File: src/rtl/spi_shift_reg_gen.sv
// SPI data shift register: select-gated parallel load, framed serial shift, double-buffered RX with overrun flag.
// Latency: DO/POUT update at the edge of each accepted shift tick; RXDATA/RXVALID/READY appear the cycle after the final tick.
// Backpressure: none; an unread RXDATA is overwritten by the next frame and OVR records the loss.
module spi_shift_reg_gen #(
    parameter int                WIDTH     = 8,
    parameter int                CNT_W     = 4,
    parameter int                RSEL_W    = 2,
    parameter logic [RSEL_W-1:0] ID        = 2'b01,
    parameter int                LSB_FIRST = 0
) (
    input  logic              CLK,
    input  logic              RST,
    input  logic [RSEL_W-1:0] RSELIN,
    input  logic              PLDEN,
    input  logic [WIDTH-1:0]  PLD,
    input  logic              START,
    input  logic              SHIFT_EN,
    input  logic              DI,
    output logic              DO,
    output logic [WIDTH-1:0]  POUT,
    output logic [WIDTH-1:0]  RXDATA,
    output logic              RXVALID,
    input  logic              RXACK,
    output logic              OVR,
    input  logic              OVRCLR,
    output logic              BUSY,
    output logic              READY
);

    typedef enum logic [1:0] {
        ST_IDLE  = 2'd0,
        ST_SHIFT = 2'd1,
        ST_DONE  = 2'd2
    } state_t;

    // Counter value seen on the last bit of a frame.
    localparam logic [CNT_W-1:0] LAST_BIT = CNT_W'(WIDTH - 1);

    state_t             state_q, state_d;
    logic [CNT_W-1:0]   cnt_q, cnt_d;
    logic [WIDTH-1:0]   pout_q, pout_d;
    logic [WIDTH-1:0]   rxdata_q, rxdata_d;
    logic               do_q, do_d;
    logic               rxvalid_q, rxvalid_d;
    logic               ovr_q, ovr_d;

    logic               sel;
    logic [WIDTH-1:0]   shifted;
    logic               out_bit;
    logic               capture;

    assign sel = (RSELIN == ID);

    // Shift-direction datapath: next register image and the bit leaving it.
    always_comb begin
        shifted = pout_q;
        out_bit = 1'b0;
        if (LSB_FIRST != 0) begin
            shifted = {DI, pout_q[WIDTH-1:1]};
            out_bit = pout_q[0];
        end else begin
            shifted = {pout_q[WIDTH-2:0], DI};
            out_bit = pout_q[WIDTH-1];
        end
    end

    // Next-state and datapath control for the IDLE -> SHIFT -> DONE frame sequence.
    always_comb begin
        state_d  = state_q;
        cnt_d    = cnt_q;
        pout_d   = pout_q;
        do_d     = do_q;
        rxdata_d = rxdata_q;
        capture  = 1'b0;
        unique case (state_q)
            ST_IDLE: begin
                // Load and start in the same cycle: the first shift then acts on PLD.
                if (sel && PLDEN) begin
                    pout_d = PLD;
                end
                if (sel && START) begin
                    state_d = ST_SHIFT;
                    cnt_d   = '0;
                end
            end
            ST_SHIFT: begin
                if (SHIFT_EN) begin
                    do_d   = out_bit;
                    pout_d = shifted;
                    cnt_d  = cnt_q + CNT_W'(1);
                    if (cnt_q == LAST_BIT) begin
                        capture  = 1'b1;
                        rxdata_d = shifted;
                        state_d  = ST_DONE;
                    end
                end
            end
            ST_DONE: begin
                state_d = ST_IDLE;
            end
            default: begin
                state_d = ST_IDLE;
            end
        endcase
    end

    // Receive handshake and overrun: a capture always wins over a clear in the same cycle.
    always_comb begin
        rxvalid_d = rxvalid_q;
        ovr_d     = ovr_q;
        if (RXACK) begin
            rxvalid_d = 1'b0;
        end
        if (OVRCLR) begin
            ovr_d = 1'b0;
        end
        if (capture) begin
            rxvalid_d = 1'b1;
            if (rxvalid_q && !RXACK) begin
                ovr_d = 1'b1;
            end
        end
    end

    // State and datapath registers with synchronous reset.
    always_ff @(posedge CLK) begin
        if (RST) begin
            state_q   <= ST_IDLE;
            cnt_q     <= '0;
            pout_q    <= '0;
            rxdata_q  <= '0;
            do_q      <= 1'b0;
            rxvalid_q <= 1'b0;
            ovr_q     <= 1'b0;
        end else begin
            state_q   <= state_d;
            cnt_q     <= cnt_d;
            pout_q    <= pout_d;
            rxdata_q  <= rxdata_d;
            do_q      <= do_d;
            rxvalid_q <= rxvalid_d;
            ovr_q     <= ovr_d;
        end
    end

    assign DO      = do_q;
    assign POUT    = pout_q;
    assign RXDATA  = rxdata_q;
    assign RXVALID = rxvalid_q;
    assign OVR     = ovr_q;
    assign BUSY    = (state_q != ST_IDLE);
    assign READY   = (state_q == ST_DONE);

endmodule

File: config.mk
export PLATFORM = sky130hd
export DESIGN_NAME = spi_shift_reg_gen
export DESIGN_NICKNAME = d
export VERILOG_FILES = /design/src/rtl/spi_shift_reg_gen.sv
export SDC_FILE = /design/constraint.sdc
export NUM_CORES = 1
export LEC_CHECK = 0
export BUFFER_PORTS_ARGS = -buffer_cell sky130_fd_sc_hd__buf_4
export CORE_MARGIN = 10
export CORE_UTILIZATION = 43
export DETAILED_ROUTE_END_ITERATION = 10
export GPL_TIMING_DRIVEN = 0
export PLACE_DENSITY = 0.73
export REMOVE_ABC_BUFFERS = 1
export SETUP_SLACK_MARGIN = 0.4
export SYNTH_ARGS = -nofsm -noshare
export SYNTH_HDL_FRONTEND = slang
export SYNTH_SLANG_ARGS = --single-unit
File: constraint.sdc
create_clock -name CLK -period 1.3 [get_ports CLK]
set_input_delay 0.195 -clock CLK [delete_from_list [all_inputs] [get_ports CLK]]
set_output_delay 0.195 -clock CLK [all_outputs]
set_load 0.02 [all_outputs]
==> results.py <==
metrics = {
    "run_status": {
        "status": "complete, but fails checks",
        "violations": "negative setup slack",
    },
    "route": {
        "firstDrtPassIters": 4,
        "drc": 0,
        "first_iter_violations": 32,
        "postRouteWirelength_mm": 3.19,
        "ant_nets": 0,
        "num_vias": 1072,
        "routedWlPerCell_um": 15.4,
        "vias_per_cell": 5.18,
    },
    "grt": {
        "grt-ovfl-total": 0,
        "gr-usage-met3_pct": 5.58,
        "use_met1_pct": 13.9,
        "grtUsageMet2_pct": 21.6,
        "grt_pass1_vias": 1107,
        "grt_usage_pct": 12.5,
        "grt_first_pass_wirelength_mm": 5.35,
        "grt.busiest_layer": "met2",
        "antenna_found_initial": 0,
        "grt_max_degree": 26,
    },
    "cells_and_area": {
        "drive_gt1_share_pct": 60.5,
        "fin_util_pct": 73.4,
        "nFillCells": 184,
        "final_common_cell": "buf_4",
        "mostFrequentLayoutCells": "buf_4, nor2_1, buf_6, dfxtp_2, mux2i_1",
        "area_delta_synth_final_pct": 61.8,
        "diodes": 0,
        "final_nets": 197,
    },
    "sta": {
        "rsz0062_at_grt": "true",
        "holdWs_ps": 132,
        "setup_viol": 8,
        "clock_skew_ps": 12.6,
        "worst_slew_pin_slew_ps": 314,
        "maxSlewViolCount": 0,
        "fin_ws_ps": -25.8,
        "max_freq_mhz": 754,
        "max_slew_margin_pct": 78.6,
        "fin_setup_tns_ps": -151,
        "post-route-period-util_pct": 102,
        "period_minus_slack_ps": 1330,
        "hold_viol": 0,
    },
    "worst_setup_path": {
        "path_cells": "buf_4, nand4bb_1, a21o_1, buf_6, o21ai_2, a21oi_1",
        "worstReg2RegStart": "state_q[0]",
        "crit_arrival_ps": 1520,
        "r2r_cells": 6,
        "r2r_slack_ps": -30,
        "crit_end": "cnt_q[3]",
        "timing.rr.end": "cnt_q[3]",
        "crit_start": "state_q[0]",
        "slowest_delay_ps": 380,
        "critPathKind": "reg -> reg",
        "cp_max_fo": 6,
        "crit_path_start_kind": "register",
        "required_ps": 1500,
        "crit_slowest_cell": "dfxtp_4",
        "endpoint_kind": "register",
    },
    "clock_network": {
        "ctsHoldBuffers": 0,
        "htreeDepth": 1,
        "cts_root_buf": "clkbuf_4",
        "cts_tree": "yes",
        "cts_buffers": 3,
        "cts_buffer_depth": 2,
        "path_clk_slew_ps": 140,
        "cts_sinks": 25,
        "clk_latency_ps": 310,
    },
    "yosys": {
        "syn-cell-area_um2": 1120,
        "syn_area_per_cell_um2": 9.94,
        "ys_warn_count": 0,
        "netlist_instances": 113,
        "synth-seq-cells": 25,
        "synth_seq_area_share_pct": 44.5,
        "synthDistinctLibCells": 31,
    },
    "power_and_ir_drop": {
        "peakVddDrop_mv": 0.753,
        "p_total_uw": 1460,
        "p_leak_uw": 0.000832,
        "pwr_density_cell_nw_per_um2": 805,
    },
    "min_path": {
        "worstHoldStart": "DI",
        "hp-class": "in -> reg",
    },
    "floorplanning": {
        "initial_core_util_pct": 45.4,
        "dieWidth_um": 71.1,
        "die_h_um": 71.1,
        "io_pins": 39,
        "rows": 18,
        "coreArea_um2": 2480,
        "dieArea_um2": 5060,
    },
    "placement": {
        "hpwl_mm": 2.01,
        "gp_congestion": 0.742,
        "io_buffers": 38,
    },
    "flow_run": {
        "maxCapViolCount": 0,
    },
}
report_power, final:
part           total (uW)  switching (uW)  internal, uW
registers             806            18.0           788
logic                 318             140           178
clock network         339             219           120
total                1460             378          1090
what timing repair did:
| item | CTS | global route |
|---|---|---|
| setup buffers | 23 | 5 |
| pin swaps | 9 | 4 |
| setup endpoints to repair | 46 | 46 |
| gates resized for setup | 53 | 7 |
sequential cells by signal, summed over array words and instances, names as in the netlist:
| signal | flops |
|---|---|
| DO | 1 |
| OVR | 1 |
| POUT | 8 |
| RXDATA | 8 |
| RXVALID | 1 |
| cnt_q | 4 |
| state_q | 2 |
cells by family after synthesis:
logic type / share of synthesized area, %
simple gates: 19.4
flops: 44.5
compound gates: 14.1
mux: 15.1
buf+inv: 5.68
fa+ha+maj: 1.11
per-stage QoR:
step                cells  setup slack, ps  instance area (um^2)
detailed placement    175             -499                  1410
finish                207            -25.8                  1820
CTS                   202             3.62                  1760
floorplan             106             -740                  1070
global route          207             -129                  1820
global placement      174            -1270                  1390
synth_stat cells, drive strengths merged:
library cell  number  area (um^2)
a2111oi            1         8.76
mux2i             17          170
o21ai              2         10.0
or2                1         6.26
nand2b             2         20.0
nand4b             1         8.76
or3b               1         8.76
a21o               1         7.51
dfxtp             25          500
clkbuf             2         7.51
inv                3         11.3
a21oi              6         41.3
nand3b             1         7.51
nor4               1         6.26
nor3               1         5.00
buf                5         45.0
nor2              24         90.1
a31oi              2         12.5
a32oi              1         8.76
nand4              1         6.26
nand2              3         11.3
a211oi             8         70.1
ha                 1         12.5
and2b              1         8.76
nand4bb            2         38.8
layout make-up:
| cell class | instances | area (um^2) | area share (%) |
|---|---|---|---|
| multi-input cells | 78 | 611 | 33.6 |
| repair buffers | 67 | 599 | 33.0 |
| clock buffers | 4 | 26.3 | 1.45 |
| well taps | 30 | 37.5 | 2.06 |
| inverters | 3 | 11.3 | 0.619 |
| flip-flops and latches | 25 | 533 | 29.3 |
metal layers:
layer | wire, um | vias up
met2 | 1590 | 33
met1 | 1280 | 503
met5 | 0 | -
met3 | 285 | 4
li1 | - | 532
met4 | 23 | 0
worst max-delay path: cells and delay by family, from the launching register on:
kind	cells	cell delay (ps)
buffers and inverters	2	260
AND/OR/NAND/NOR	1	160
AO/OA/AOI/OAI	3	400
flip-flops	1	380
how the worst min path moves through the flow:
stage          slack (ps)  cells after the start   endpoint
3_5_place_dp          460                      3  RXDATA[0]
3_3_place_gp          450                      3  RXDATA[0]
2_1_floorplan         260                      1    POUT[5]
4_1_cts               140                      3  RXDATA[0]
6_report              130                      3  RXDATA[0]
5_1_grt               150                      3  RXDATA[0]
Power figures use the tool's default switching activity.
